## config.mk

```make
export PLATFORM = sky130hd
export DESIGN_NAME = i2c_target
export DESIGN_NICKNAME = d
export VERILOG_FILES = /design/src/rtl/i2c_pkg.sv /design/src/rtl/i2c_bus_cond.sv /design/src/rtl/i2c_target.sv
export SDC_FILE = /design/constraint.sdc
export NUM_CORES = 1
export LEC_CHECK = 0
export ABC_CLOCK_PERIOD_IN_PS = 4790
export BUFFER_PORTS_ARGS = -buffer_cell sky130_fd_sc_hd__clkbuf_2
export CORE_UTILIZATION = 35
export DETAILED_ROUTE_END_ITERATION = 16
export PLACE_DENSITY = 0.64
export SYNTH_ARGS = -nofsm -noshare
export SYNTH_HDL_FRONTEND = slang
export SYNTH_SLANG_ARGS = --single-unit
```

## constraint.sdc

```tcl
create_clock -name clk -period 4.79 [get_ports clk]
set_clock_uncertainty 0.2 [all_clocks]
set_input_delay 0.958 -clock clk [delete_from_list [all_inputs] [get_ports clk]]
set_output_delay 0.958 -clock clk [all_outputs]
set_load 0.05 [all_outputs]
```

## src/rtl/i2c_pkg.sv

```systemverilog
// ============================================================================
// i2c_pkg : shared FSM state type and I2C bit-level constants
// Revision : 1.0
// ============================================================================
`default_nettype none

package i2c_pkg;

  typedef enum logic [2:0] {
    IDLE,
    ADDR,
    ADDR_ACK,
    WR_DATA,
    WR_ACK,
    RD_DATA,
    RD_ACK,
    IGNORE
  } state_t;

  localparam logic I2C_ACK     = 1'b0;
  localparam logic I2C_NACK    = 1'b1;
  localparam logic I2C_RW_READ = 1'b1;

endpackage

`default_nettype wire

```

## src/rtl/i2c_bus_cond.sv

```systemverilog
// ============================================================================
// i2c_bus_cond : SCL/SDA synchronizers, SCL edge pulses, START/STOP detect
// Revision : 1.0
// ============================================================================
`default_nettype none

module i2c_bus_cond #(
  parameter int SYNC_STAGES = 2
) (
  input  logic clk,
  input  logic rst_n,
  input  logic scl_i,
  input  logic sda_i,
  output logic scl_s_o,
  output logic sda_s_o,
  output logic scl_rise_o,
  output logic scl_fall_o,
  output logic start_o,
  output logic stop_o
);

  logic [SYNC_STAGES-1:0] scl_sync_q;
  logic [SYNC_STAGES-1:0] sda_sync_q;
  logic                   scl_prev_q;
  logic                   sda_prev_q;

  // Flops reset to the idle-bus level so leaving reset never fakes an edge.
  always_ff @(posedge clk or negedge rst_n) begin
    if (!rst_n) begin
      scl_sync_q <= '1;
      sda_sync_q <= '1;
      scl_prev_q <= 1'b1;
      sda_prev_q <= 1'b1;
    end else begin
      scl_sync_q <= {scl_sync_q[SYNC_STAGES-2:0], scl_i};
      sda_sync_q <= {sda_sync_q[SYNC_STAGES-2:0], sda_i};
      scl_prev_q <= scl_sync_q[SYNC_STAGES-1];
      sda_prev_q <= sda_sync_q[SYNC_STAGES-1];
    end
  end

  assign scl_s_o    = scl_sync_q[SYNC_STAGES-1];
  assign sda_s_o    = sda_sync_q[SYNC_STAGES-1];
  assign scl_rise_o = scl_s_o & ~scl_prev_q;
  assign scl_fall_o = ~scl_s_o & scl_prev_q;
  assign start_o    = scl_s_o & scl_prev_q & sda_prev_q & ~sda_s_o;
  assign stop_o     = scl_s_o & scl_prev_q & ~sda_prev_q & sda_s_o;

endmodule

`default_nettype wire

```

## src/rtl/i2c_target.sv

```systemverilog
// ============================================================================
// i2c_target : oversampling I2C target with byte-stream write and read ports
// Revision : 1.0
// ============================================================================
`default_nettype none

module i2c_target
  import i2c_pkg::*;
#(
  parameter logic [6:0] TGT_ADDR    = 7'h2a,
  parameter int         SYNC_STAGES = 2,
  parameter int         HOLD_CYCLES = 4
) (
  input  logic       clk,
  input  logic       rst_n,
  input  logic       scl_i,
  input  logic       sda_i,
  output logic       sda_oe,
  output logic [7:0] rx_data,
  output logic       rx_valid,
  input  logic [7:0] tx_data,
  input  logic       tx_valid,
  output logic       tx_ready,
  output logic       busy,
  output logic       start_det,
  output logic       stop_det,
  output logic       tx_underrun
);

  localparam int HW = $clog2(HOLD_CYCLES + 1);

  logic scl_s, sda_s, scl_rise, scl_fall, start, stop;

  i2c_bus_cond #(.SYNC_STAGES(SYNC_STAGES)) u_bus_cond (
    .clk        (clk),
    .rst_n      (rst_n),
    .scl_i      (scl_i),
    .sda_i      (sda_i),
    .scl_s_o    (scl_s),
    .sda_s_o    (sda_s),
    .scl_rise_o (scl_rise),
    .scl_fall_o (scl_fall),
    .start_o    (start),
    .stop_o     (stop)
  );

  state_t        state_q, state_d;
  logic [2:0]    bit_cnt_q, bit_cnt_d;
  logic [7:0]    shift_q, shift_d, shift_in;
  logic [7:0]    rx_data_q, rx_data_d;
  logic [HW-1:0] hold_q, hold_d;
  logic          sda_oe_q, sda_oe_d, busy_q, busy_d, rw_q, rw_d, mack_q, mack_d;
  logic          rx_valid_q, rx_valid_d, tx_ready_q, tx_ready_d;
  logic          start_det_q, start_det_d, stop_det_q, stop_det_d;
  logic          tx_underrun_q, tx_underrun_d;
  logic          upd, tx_load;

  // Drive point: hold time after a filtered SCL fall, and only while SCL is low.
  assign upd      = (hold_q == HW'(1)) && !scl_s;
  assign shift_in = {shift_q[6:0], sda_s};

  always_ff @(posedge clk or negedge rst_n) begin
    if (!rst_n) begin
      state_q       <= IDLE;
      bit_cnt_q     <= '0;
      shift_q       <= '0;
      rx_data_q     <= '0;
      hold_q        <= '0;
      sda_oe_q      <= 1'b0;
      busy_q        <= 1'b0;
      rw_q          <= 1'b0;
      mack_q        <= 1'b0;
      rx_valid_q    <= 1'b0;
      tx_ready_q    <= 1'b0;
      start_det_q   <= 1'b0;
      stop_det_q    <= 1'b0;
      tx_underrun_q <= 1'b0;
    end else begin
      state_q       <= state_d;
      bit_cnt_q     <= bit_cnt_d;
      shift_q       <= shift_d;
      rx_data_q     <= rx_data_d;
      hold_q        <= hold_d;
      sda_oe_q      <= sda_oe_d;
      busy_q        <= busy_d;
      rw_q          <= rw_d;
      mack_q        <= mack_d;
      rx_valid_q    <= rx_valid_d;
      tx_ready_q    <= tx_ready_d;
      start_det_q   <= start_det_d;
      stop_det_q    <= stop_det_d;
      tx_underrun_q <= tx_underrun_d;
    end
  end

  always_comb begin
    state_d       = state_q;
    bit_cnt_d     = bit_cnt_q;
    shift_d       = shift_q;
    rx_data_d     = rx_data_q;
    sda_oe_d      = sda_oe_q;
    busy_d        = busy_q;
    rw_d          = rw_q;
    mack_d        = mack_q;
    rx_valid_d    = 1'b0;
    tx_ready_d    = 1'b0;
    start_det_d   = 1'b0;
    stop_det_d    = 1'b0;
    tx_underrun_d = 1'b0;
    tx_load       = 1'b0;

    if (scl_fall)            hold_d = HW'(HOLD_CYCLES);
    else if (hold_q != '0)   hold_d = hold_q - HW'(1);
    else                     hold_d = hold_q;

    if (stop) begin
      state_d    = IDLE;
      sda_oe_d   = 1'b0;
      busy_d     = 1'b0;
      stop_det_d = 1'b1;
    end else if (start) begin
      state_d     = ADDR;
      bit_cnt_d   = '0;
      sda_oe_d    = 1'b0;
      busy_d      = 1'b1;
      start_det_d = 1'b1;
    end else begin
      case (state_q)
        ADDR: if (scl_rise) begin
          shift_d   = shift_in;
          bit_cnt_d = bit_cnt_q + 3'd1;
          if (bit_cnt_q == 3'd7) begin
            rw_d    = sda_s;
            state_d = (shift_in[7:1] == TGT_ADDR) ? ADDR_ACK : IGNORE;
          end
        end
        // ACK states: first drive point pulls SDA, second releases it.
        ADDR_ACK, WR_ACK: if (upd) begin
          if (!sda_oe_q) begin
            sda_oe_d = 1'b1;
          end else if (state_q == ADDR_ACK && rw_q == I2C_RW_READ) begin
            tx_load = 1'b1;
          end else begin
            sda_oe_d  = 1'b0;
            bit_cnt_d = '0;
            state_d   = WR_DATA;
          end
        end
        WR_DATA: if (scl_rise) begin
          shift_d   = shift_in;
          bit_cnt_d = bit_cnt_q + 3'd1;
          if (bit_cnt_q == 3'd7) begin
            rx_data_d  = shift_in;
            rx_valid_d = 1'b1;
            state_d    = WR_ACK;
          end
        end
        RD_DATA: if (upd) begin
          if (bit_cnt_q == 3'd7) begin
            sda_oe_d = 1'b0;
            mack_d   = 1'b0;
            state_d  = RD_ACK;
          end else begin
            shift_d   = {shift_q[6:0], 1'b0};
            sda_oe_d  = ~shift_q[6];
            bit_cnt_d = bit_cnt_q + 3'd1;
          end
        end
        RD_ACK: begin
          if (scl_rise) begin
            if (sda_s == I2C_ACK) mack_d  = 1'b1;
            else                  state_d = IGNORE;
          end else if (upd && mack_q) begin
            tx_load = 1'b1;
          end
        end
        default: ;
      endcase

      // A load also drives the first (MSB) data bit at the same drive point.
      if (tx_load) begin
        tx_ready_d = 1'b1;
        state_d    = RD_DATA;
        bit_cnt_d  = '0;
        if (tx_valid) begin
          shift_d = tx_data;
        end else begin
          shift_d       = 8'hFF;
          tx_underrun_d = 1'b1;
        end
        sda_oe_d = ~shift_d[7];
      end
    end
  end

  assign sda_oe      = sda_oe_q;
  assign rx_data     = rx_data_q;
  assign rx_valid    = rx_valid_q;
  assign tx_ready    = tx_ready_q;
  assign busy        = busy_q;
  assign start_det   = start_det_q;
  assign stop_det    = stop_det_q;
  assign tx_underrun = tx_underrun_q;

endmodule

`default_nettype wire

```

==> impl_metrics.yaml <==
clocking:
  path_clk_slew_ps: 80
  post_cts_resize_count: 0
  worstSkewPairLatency_ps: 290
  hold_buffers: 0
  htree_levels: 2
  cts_made_buffers: 5
  cts_buffer_depth: 2
  post_cts_buffers: 0
  cts_tree: "yes"
  cts_root_buffer: "clkbuf_8"
  clock_sinks: 39
yosys:
  synth_edf_count: 0
  syn_area_per_cell_um2: 10.6
  synth.distinct_cells: 46
  synth_most_common_cell: "dfrtp_1"
  netlist.area_leader.share_pct: 41.6
  syn-num-nets: 205
  synth_warnings: 0
  synth_commonest_cells: "dfrtp_1 (33), nor2_1 (17), mux2_2 (16), inv_1 (13), a21oi_1 (10)"
  ys_seq_elements: 39
  yosys-top-cells-area: "dfrtp_1 (42%), mux2_2 (9.1%), dfstp_2 (7.9%)"
  postSynth.asyncResetShare_pct: 100
  yosys.area.top_type: "dfrtp_1"
  netlist_area_mm2: 0.00198
  ys.flop_type: "dfrtp_1"
  synth_cells: 187
  ys_seq_area_share_pct: 49.6
timing:
  fin_crit_sh_pct: 66.6
  drv_slew: 0
  period_needed_ps: 3190
  hold_violations: 0
  setup_viol: 0
  worst_pin_slew_ps: 1090
  setup_tns_ps: 0
  rsz0062_at_grt: "false"
  max-slew-margin-rel_pct: 27.1
  fmax_mhz: 313
worst_setup_path:
  end_kind: "flop"
  crit_fanout: 21
  ff2ff_path_depth: 7
  start_kind: "flop"
  crit_start: "hold_q[1]$_DFFE_PN0P_"
  worstPathArrival_ps: 3180
  r2r_start: "hold_q[1]$_DFFE_PN0P_"
  crit_end: "shift_q[6]$_DFFE_PN0P_"
  r2r_slack_ps: 1600
  worstSetupPathType: "flop to flop"
  worstPathRequired_ps: 4770
  rr_endpoint: "shift_q[6]$_DFFE_PN0P_"
floorplanning:
  dieArea_mm2: 0.00597
  die_y_um: 77.3
  start_util_pct: 36.3
  rows: 27
  ios: 28
  die_w_um: 77.3
  coreArea_mm2: 0.00547
global_route:
  grt_pass1_wl_um: 6640
  grt_max_degree: 40
  first_global_vias: 1417
  grt_use_total_pct: 14.3
  grt_overflow: 0
  antenna_found_initial: 0
finish:
  final_core_util_pct: 41.2
  fin_nets: 229
  antenna_cells: 0
  final_layout_size_suffix_gt1_share_pct: 31.6
  syn2layout_area_growth_pct: 13.6
  fillers: 542
pwr:
  ir_worst_vdd_uv: 217
  powerDensity_mw_per_mm2: 508
  share_seq_of_total_power_pct: 45.7
  p_sw_uw: 441
  clkPwrFrac_pct: 19.4
  p_sw_share_pct: 38.5
  p_leak_uw: 0.00105
  internal_power_uw: 705
  combPwrFrac_pct: 34.9
routing:
  drt_wl_total_um: 3820
  route.antenna.remaining_nets: 0
  drt_iter0_markers: 47
  post-route-drc-count: 0
  vias: 1399
  wl_per_cell_um: 13.5
  viasPerCell: 4.93
  drtPass1Iterations: 4
run_status:
  status: "finished, final reports clean"
job:
  cap_violations: 0
worst_hold_path:
  min_path_type: "flop to flop"
place:
  routabilityCongestion: 0.822
  portBuffers: 27
  detailed_place_hpwl_um: 2660
[worst min path at each step]
stage,startpoint,slack [ps],end,depth (start not counted)
floorplan,u_bus_cond.scl_sync_q[0]$_DFF_PN1_,150,u_bus_cond.scl_sync_q[1]$_DFF_PN1_,0
global placement,u_bus_cond.sda_sync_q[0]$_DFF_PN1_,150,u_bus_cond.sda_sync_q[1]$_DFF_PN1_,0
detailed placement,u_bus_cond.scl_sync_q[0]$_DFF_PN1_,150,u_bus_cond.scl_sync_q[1]$_DFF_PN1_,0
CTS,u_bus_cond.scl_sync_q[0]$_DFF_PN1_,160,u_bus_cond.scl_sync_q[1]$_DFF_PN1_,0
global route,u_bus_cond.scl_sync_q[0]$_DFF_PN1_,170,u_bus_cond.scl_sync_q[1]$_DFF_PN1_,0
finish,u_bus_cond.scl_sync_q[0]$_DFF_PN1_,160,u_bus_cond.scl_sync_q[1]$_DFF_PN1_,0
[placed cells by master, fill, tap and decap left out, types with 2 or more instances in the layout]
master	instances
clkbuf_2	27
a31oi_1	8
ha_1	5
nand2_1	7
a32o_1	2
nor2_1	17
nor3b_1	3
clkinvlp_4	2
nand2b_1	6
nand3b_1	3
clkbuf_8	5
o21ai_0	8
mux2_2	16
nor3_1	2
a21oi_1	10
nand3_1	2
dfstp_2	6
a211o_1	2
dfrtp_1	33
or2_2	2
nor2b_1	7
inv_1	13
[state kept, by name (all words and copies together), names as in the netlist, 2 cells and up]
| register | count |
|---|---|
| rx_data | 8 |
| shift_q | 7 |
| bit_cnt_q | 3 |
| hold_q | 3 |
| state_q | 3 |
| u_bus_cond.scl_sync_q | 2 |
| u_bus_cond.sda_sync_q | 2 |
[metal layers]
metal  track usage [%]  wire (um)
met5                 0          0
met4              7.17         59
met3              4.17        157
met2              21.2       1740
met1              18.9       1870
[through the flow]
stage	total power, uW	area, um2	std cells	worst slack (ps)	hold WS, ps
after global routing	1240	2250	284	1410	166
after floorplan	840	1980	187	2370	145
after CTS	1160	2250	284	1610	158
final	1150	2250	284	1600	157
after detailed placement	929	2160	276	1640	147
after global placement	917	2160	276	1660	146
[power groups by stage]
stage	Combinational [uW]	Clock (uW)	Sequential, uW
final	400	222	523
after global routing	452	246	544
after CTS	402	235	523
after detailed placement	400	0	529
after global placement	388	0	529
after floorplan	352	0	488
[worst max-delay path, cell delays in order, from the launching register on]
cell,delay (ps)
dfrtp_1,380
inv_1,100
ha_1,160
or3b_4,390
a2111oi_4,980
a21oi_2,90
nor3_4,400
mux2_2,380
[final cells by class]
cell class / count / area, um2 / area share [%]
clock buffers: 5 / 68.8 / 3.05
well taps: 72 / 90.1 / 4.00
flip-flops and latches: 39 / 983 / 43.6
multi-input cells: 125 / 907 / 40.3
inverters: 13 / 48.8 / 2.17
clock inverters: 3 / 20.0 / 0.888
repair buffers: 27 / 135 / 6.00
[logic make-up (layout without fill, tap and decap cells)]
kind of cell / count (synthesis) / after routing / share of synthesized area [%]
buffers and inverters: 23 / 48 / 4.73
adder cells (fa/ha/maj): 5 / 5 / 3.15
AO/OA/AOI/OAI: 42 / 42 / 15.1
flip-flops: 39 / 39 / 49.6
multiplexers: 17 / 17 / 9.65
AND/OR/NAND/NOR: 60 / 60 / 17.4
XOR/XNOR: 1 / 1 / 0.441
(Power assumes the default switching activity.)
